### config.mk
export PLATFORM = sky130hd
export DESIGN_NAME = program_loader
export DESIGN_NICKNAME = d
export VERILOG_FILES = /design/src/rtl/program_loader.sv
export SDC_FILE = /design/constraint.sdc
export NUM_CORES = 1
export LEC_CHECK = 0
export CAP_MARGIN = 20
export CORE_MARGIN = 1
export CORE_UTILIZATION = 50
export DETAILED_ROUTE_END_ITERATION = 7
export GPL_ROUTABILITY_DRIVEN = 0
export PLACE_DENSITY = 0.77
export SETUP_SLACK_MARGIN = 0.2
export SYNTH_ARGS = -nofsm -noshare
export SYNTH_HDL_FRONTEND = slang
export SYNTH_SLANG_ARGS = --single-unit
### constraint.sdc
create_clock -name clk -period 2.2 [get_ports clk]
set_clock_uncertainty 0.1 [all_clocks]
set_input_delay 0.55 -clock clk [delete_from_list [all_inputs] [get_ports clk]]
set_output_delay 0.55 -clock clk [all_outputs]
set_load 0.05 [all_outputs]
### src/rtl/program_loader.sv
// Boot-time loader: assembles big-endian 32-bit words from a byte stream into instruction memory.
// Optional macro PROGRAM_LOADER_CHECKSUM_EN adds a trailing XOR checksum byte to each frame.
module program_loader #(
  parameter int          ADDRESS_WIDTH  = 8,
  parameter logic [7:0]  START_BYTE     = 8'hA5,
  parameter int          TIMEOUT_CYCLES = 1000000
) (
  input  logic                     clk,
  input  logic                     reset,
  input  logic                     byteValid,
  input  logic [7:0]               byteData,
  output logic                     byteReady,
  output logic                     imemWrite,
  output logic [ADDRESS_WIDTH-1:0] imemAddress,
  output logic [31:0]              imemData,
  output logic                     cpuReset,
  output logic                     loading,
  output logic                     done,
  output logic                     error
);

  localparam int TW = $clog2(TIMEOUT_CYCLES + 1);
  localparam logic [TW-1:0] TIMEOUT_LAST = TW'(TIMEOUT_CYCLES - 1);

  typedef enum logic [2:0] {
`ifdef PROGRAM_LOADER_CHECKSUM_EN
    CHECK,
`endif
    IDLE,
    COUNT,
    LOAD,
    WRITE,
    DONE
  } state_t;

  state_t        state, stateNext;
  logic [1:0]    byteIndex;
  logic [8:0]    remaining;
  logic [TW-1:0] timeoutCount;
  logic          accept, timerOn, timeoutHit, lastWord;
`ifdef PROGRAM_LOADER_CHECKSUM_EN
  logic [7:0]    checksum;
`endif

  always_comb begin
    byteReady  = (state != WRITE);
    imemWrite  = (state == WRITE);
    accept     = byteValid && byteReady;
    timerOn    = (state == COUNT) || (state == LOAD);
`ifdef PROGRAM_LOADER_CHECKSUM_EN
    timerOn    = timerOn || (state == CHECK);
`endif
    timeoutHit = timerOn && !accept && (timeoutCount == TIMEOUT_LAST);
    lastWord   = (remaining == 9'd1);
    stateNext  = state;
    case (state)
      IDLE, DONE: if (accept && byteData == START_BYTE) stateNext = COUNT;
      COUNT:      if (accept) stateNext = LOAD;
      LOAD:       if (accept && byteIndex == 2'd3) stateNext = WRITE;
      WRITE: begin
        if (!lastWord) stateNext = LOAD;
`ifdef PROGRAM_LOADER_CHECKSUM_EN
        else           stateNext = CHECK;
`else
        else           stateNext = DONE;
`endif
      end
`ifdef PROGRAM_LOADER_CHECKSUM_EN
      CHECK:      if (accept) stateNext = (byteData == checksum) ? DONE : IDLE;
`endif
      default:    stateNext = IDLE;
    endcase
    // A byte arriving on the expiry cycle wins over the timeout.
    if (timeoutHit) stateNext = IDLE;
  end

  always_ff @(posedge clk or negedge reset) begin
    if (!reset) state <= IDLE;
    else        state <= stateNext;
  end

  always_ff @(posedge clk or negedge reset) begin
    if (!reset) begin
      imemAddress  <= '0;
      imemData     <= '0;
      cpuReset     <= 1'b1;
      loading      <= 1'b0;
      done         <= 1'b0;
      error        <= 1'b0;
      byteIndex    <= '0;
      remaining    <= '0;
      timeoutCount <= '0;
`ifdef PROGRAM_LOADER_CHECKSUM_EN
      checksum     <= '0;
`endif
    end else begin
      if (!timerOn || accept || timeoutHit) timeoutCount <= '0;
      else                                  timeoutCount <= timeoutCount + TW'(1);
      case (state)
        IDLE, DONE: begin
          if (accept && byteData == START_BYTE) begin
            cpuReset    <= 1'b1;
            loading     <= 1'b1;
            done        <= 1'b0;
            error       <= 1'b0;
            imemAddress <= '0;
            byteIndex   <= '0;
`ifdef PROGRAM_LOADER_CHECKSUM_EN
            checksum    <= '0;
`endif
          end
        end
        COUNT: begin
          if (accept) begin
            remaining <= (byteData == 8'd0) ? 9'd256 : {1'b0, byteData};
`ifdef PROGRAM_LOADER_CHECKSUM_EN
            checksum  <= checksum ^ byteData;
`endif
          end
        end
        LOAD: begin
          if (accept) begin
            imemData  <= {imemData[23:0], byteData};
            byteIndex <= byteIndex + 2'd1;
`ifdef PROGRAM_LOADER_CHECKSUM_EN
            checksum  <= checksum ^ byteData;
`endif
          end
        end
        WRITE: begin
          imemAddress <= imemAddress + ADDRESS_WIDTH'(1);
          remaining   <= remaining - 9'd1;
`ifndef PROGRAM_LOADER_CHECKSUM_EN
          if (lastWord) begin
            done     <= 1'b1;
            cpuReset <= 1'b0;
            loading  <= 1'b0;
          end
`endif
        end
`ifdef PROGRAM_LOADER_CHECKSUM_EN
        CHECK: begin
          if (accept) begin
            loading <= 1'b0;
            if (byteData == checksum) begin
              done     <= 1'b1;
              cpuReset <= 1'b0;
            end else begin
              error    <= 1'b1;
            end
          end
        end
`endif
        default: ;
      endcase
      if (timeoutHit) begin
        error   <= 1'b1;
        loading <= 1'b0;
      end
    end
  end

endmodule

==> impl_results.md <==
- Core area: 6940 µm²
- Dpl ws: -0.0495 ns
- Die Height: 87.6 µm
- Post-synth top flop: dfrtp_1
- Antenna Nets Post-Route: 0
- Largest net degree at the start of global routing: 45
- Deepest clock path buffer count: 2
- Vias in the first global route: 2,746
- Syn. warnings: 0
- Number of flops mapped to enable cells by yosys: 0
- Area delta synth->final: 31.0%
- Post-DR vias/cell: 5.66
- Most frequent cells in the layout: dfrtp_1 (75), buf_4 (39), dlygate4sd2_1 (35)
- DP Area: 4500 µm²
- Synthesized cell area: 3660 µm²
- Clock root buffer: clkbuf_8
- Crit path time final: 1.96 ns
- Post-Synthesis Cells: 345
- Design area: 4800 µm²
- TritonRoute pass-1 iters: 4
- Syn_nets: 361
- HPWL after DPL: 5.68 mm
- CP max stage delay: 0.63 ns
- Post-route DRC violation count: 0
- Total gr overflow: 0
- Fmax: 509 MHz
- Crit-path slowest cell: or4b_2
- Final setup margin: 0.237 ns
- P per Cell Area: 590 nW/µm²
- Top delay family on crit path: simple AND/OR/NAND/NOR gates
- Fin. Hold Viols: 0
- N_diodes: 0
- Buf/Inv on CP: 1
- Met2 Usage GRT: 35.9%
- Final #Nets: 444
- Initial DRC count: 113
- GRT met1 Usage: 32.6%
- Endpoints failing setup: 0
- Slew margin rel.: 61.8%
- Worst Tran Pin Value: 0.568 ns
- Max Cap Violations: 0
- H-tree Lvls: 3
- Buffers on Ports: 56
- Total chip power: 2.83 mW
- Hold crit path type: input port to async pin
- Routed length per instance: 15.4 µm
- CP Capture Type: flop
- Worst-path clk slew: 0.08 ns
- Met3 usage: 3.39%
- Top Usage Layer GRT: met2
- Share of cells above drive strength 1: 25.9%
- Crit start category: flop
- Die area: 7670 µm²
- GRT Util Overall: 23.0%
- RSZ-0062 raised after global routing: true
- Top cells by area, synth: dfrtp_1 (53%), mux2_2 (9.8%), nor2_1 (3.3%)
- Leakage power: 2.32 nW
- First-pass GRT wire length: 13.4 mm
- Post-synth cell types: 49
- Synth area leader: dfrtp_1
- Worst IR Drop VDD: 0.511 mV
- Die W: 87.6 µm
- Initial antenna violation count: 0
- Utilization after layout: 69.1%
- Sequential fraction of the synthesis area: 53.3%
- Synth top area share: 52.6%
- Vias: 2,994
- Clk sink count: 78
- Status: finished, final reports clean
- I/O pin cnt: 57
- Critical path data required time: 2.33 ns
- Starting Density: 52.7%
- Routed WL: 8.17 mm
- Rows: 30
- Seq cells post-synth: 78
- Syn Area/Cell: 10.6 µm²
- TritonCTS Buffers: 9
- Critical path type: flop to flop
- CP max FO: 6
- Worst EP arrival: 2.09 ns
- Commonest non-fill, non-tap cell in the layout: dfrtp_1
- CTS tree: done
- Fin crit share: 89.2%
- Worst-skew pair later-pin latency: 0.35 ns
- Max Slew Vio Count: 0
- Cell-by-cell trace of the critical path: inv_1 > ha_2 > or4b_2 > o32ai_2 > a21oi_1
- FFs w/ async S/R, synth: 100%
- Setup TNS: 0 ns
-- metal layers --
| layer | up-vias | share of wire, % |
|---|---|---|
| met5 | - | 0 |
| met2 | 85 | 49 |
| met3 | 9 | 4.0 |
| met4 | 0 | 1.0 |
| met1 | 1485 | 46 |
| li1 | 1415 | - |
-- Yosys cell counts (all sizes together) (2+ instances only) --
library cell   n
o21bai         2
nand3b         3
buf            5
o21ai         15
ha             5
and4           3
or4b           2
nand3         19
o22ai          2
a21oi         23
xor2           6
or4            4
inv            9
nand2         22
or3            3
xnor2          7
nand4          7
a211oi         2
a2bb2oi        2
nor3           7
nor4b          3
o31ai          3
nor4           6
a31oi          3
nor2b          4
nor2          32
nand2b         2
clkbuf        13
o211ai         2
dfrtp         77
mux2          32
and3           7
-- path summary, 6_finish.rpt --
path                       slack (ns)          endpoint          from  cells after the start
max                              0.24      remaining[6]  remaining[0]                      5
max in group asynchronous        1.35          state[0]         reset                      2
min                              0.05  timeoutCount[18]         reset                      1
min reg2reg                      0.38             error         error                      1
max reg2reg                      0.24      remaining[6]  remaining[0]                      5
min in group clk                 0.38             error         error                      1
-- through the flow --
step	hold slack, ns	cells
6_report	0.0489	529
5_1_grt	0.0809	529
4_1_cts	0.0575	521
3_5_place_dp	0.370	505
3_3_place_gp	0.352	505
2_1_floorplan	0.154	345
-- layout make-up --
class	instances	area, µm²
sequential	78	1960
multi-input combinational	239	1650
fill	556	2150
timing repair buffer	90	812
clock inverter	7	98.8
tap	96	120
inverter	10	40.0
clock buffer	9	124
-- state kept, by name (all words and copies together) (netlist names) --
signal	cells
cpuReset	1
timeoutCount	20
byteIndex	2
done	1
state	3
loading	1
error	1
imemData	32
imemAddress	8
remaining	9
-- repair_timing --
action                                  CTS  global route
pin swaps                                 0             1
endpoints found under the setup margin   57            26
setup buffers                             0             8
hold buffers                              0             0
resized for setup                        39            11
-- cell families after synthesis --
logic type	count (synthesis)	synth area share [%]
simple gates	125	18.0
flops	78	53.3
compound gates	63	10.6
mux	33	10.1
buf+inv	28	3.04
xor+xnor	13	3.11
fa+ha+maj	5	1.71
-- power breakdown --
| group | total, mW | internal (mW) | switching [mW] | leakage (nW) |
|---|---|---|---|---|
| sequential | 1.46 | 1.45 | 0.0127 | 1.03 |
| combinational | 0.177 | 0.0649 | 0.112 | 1.18 |
| clock | 1.19 | 0.642 | 0.551 | 0.109 |
| total | 2.83 | 2.15 | 0.675 | 2.32 |
Note: power is estimated with default switching activity, not from simulation.
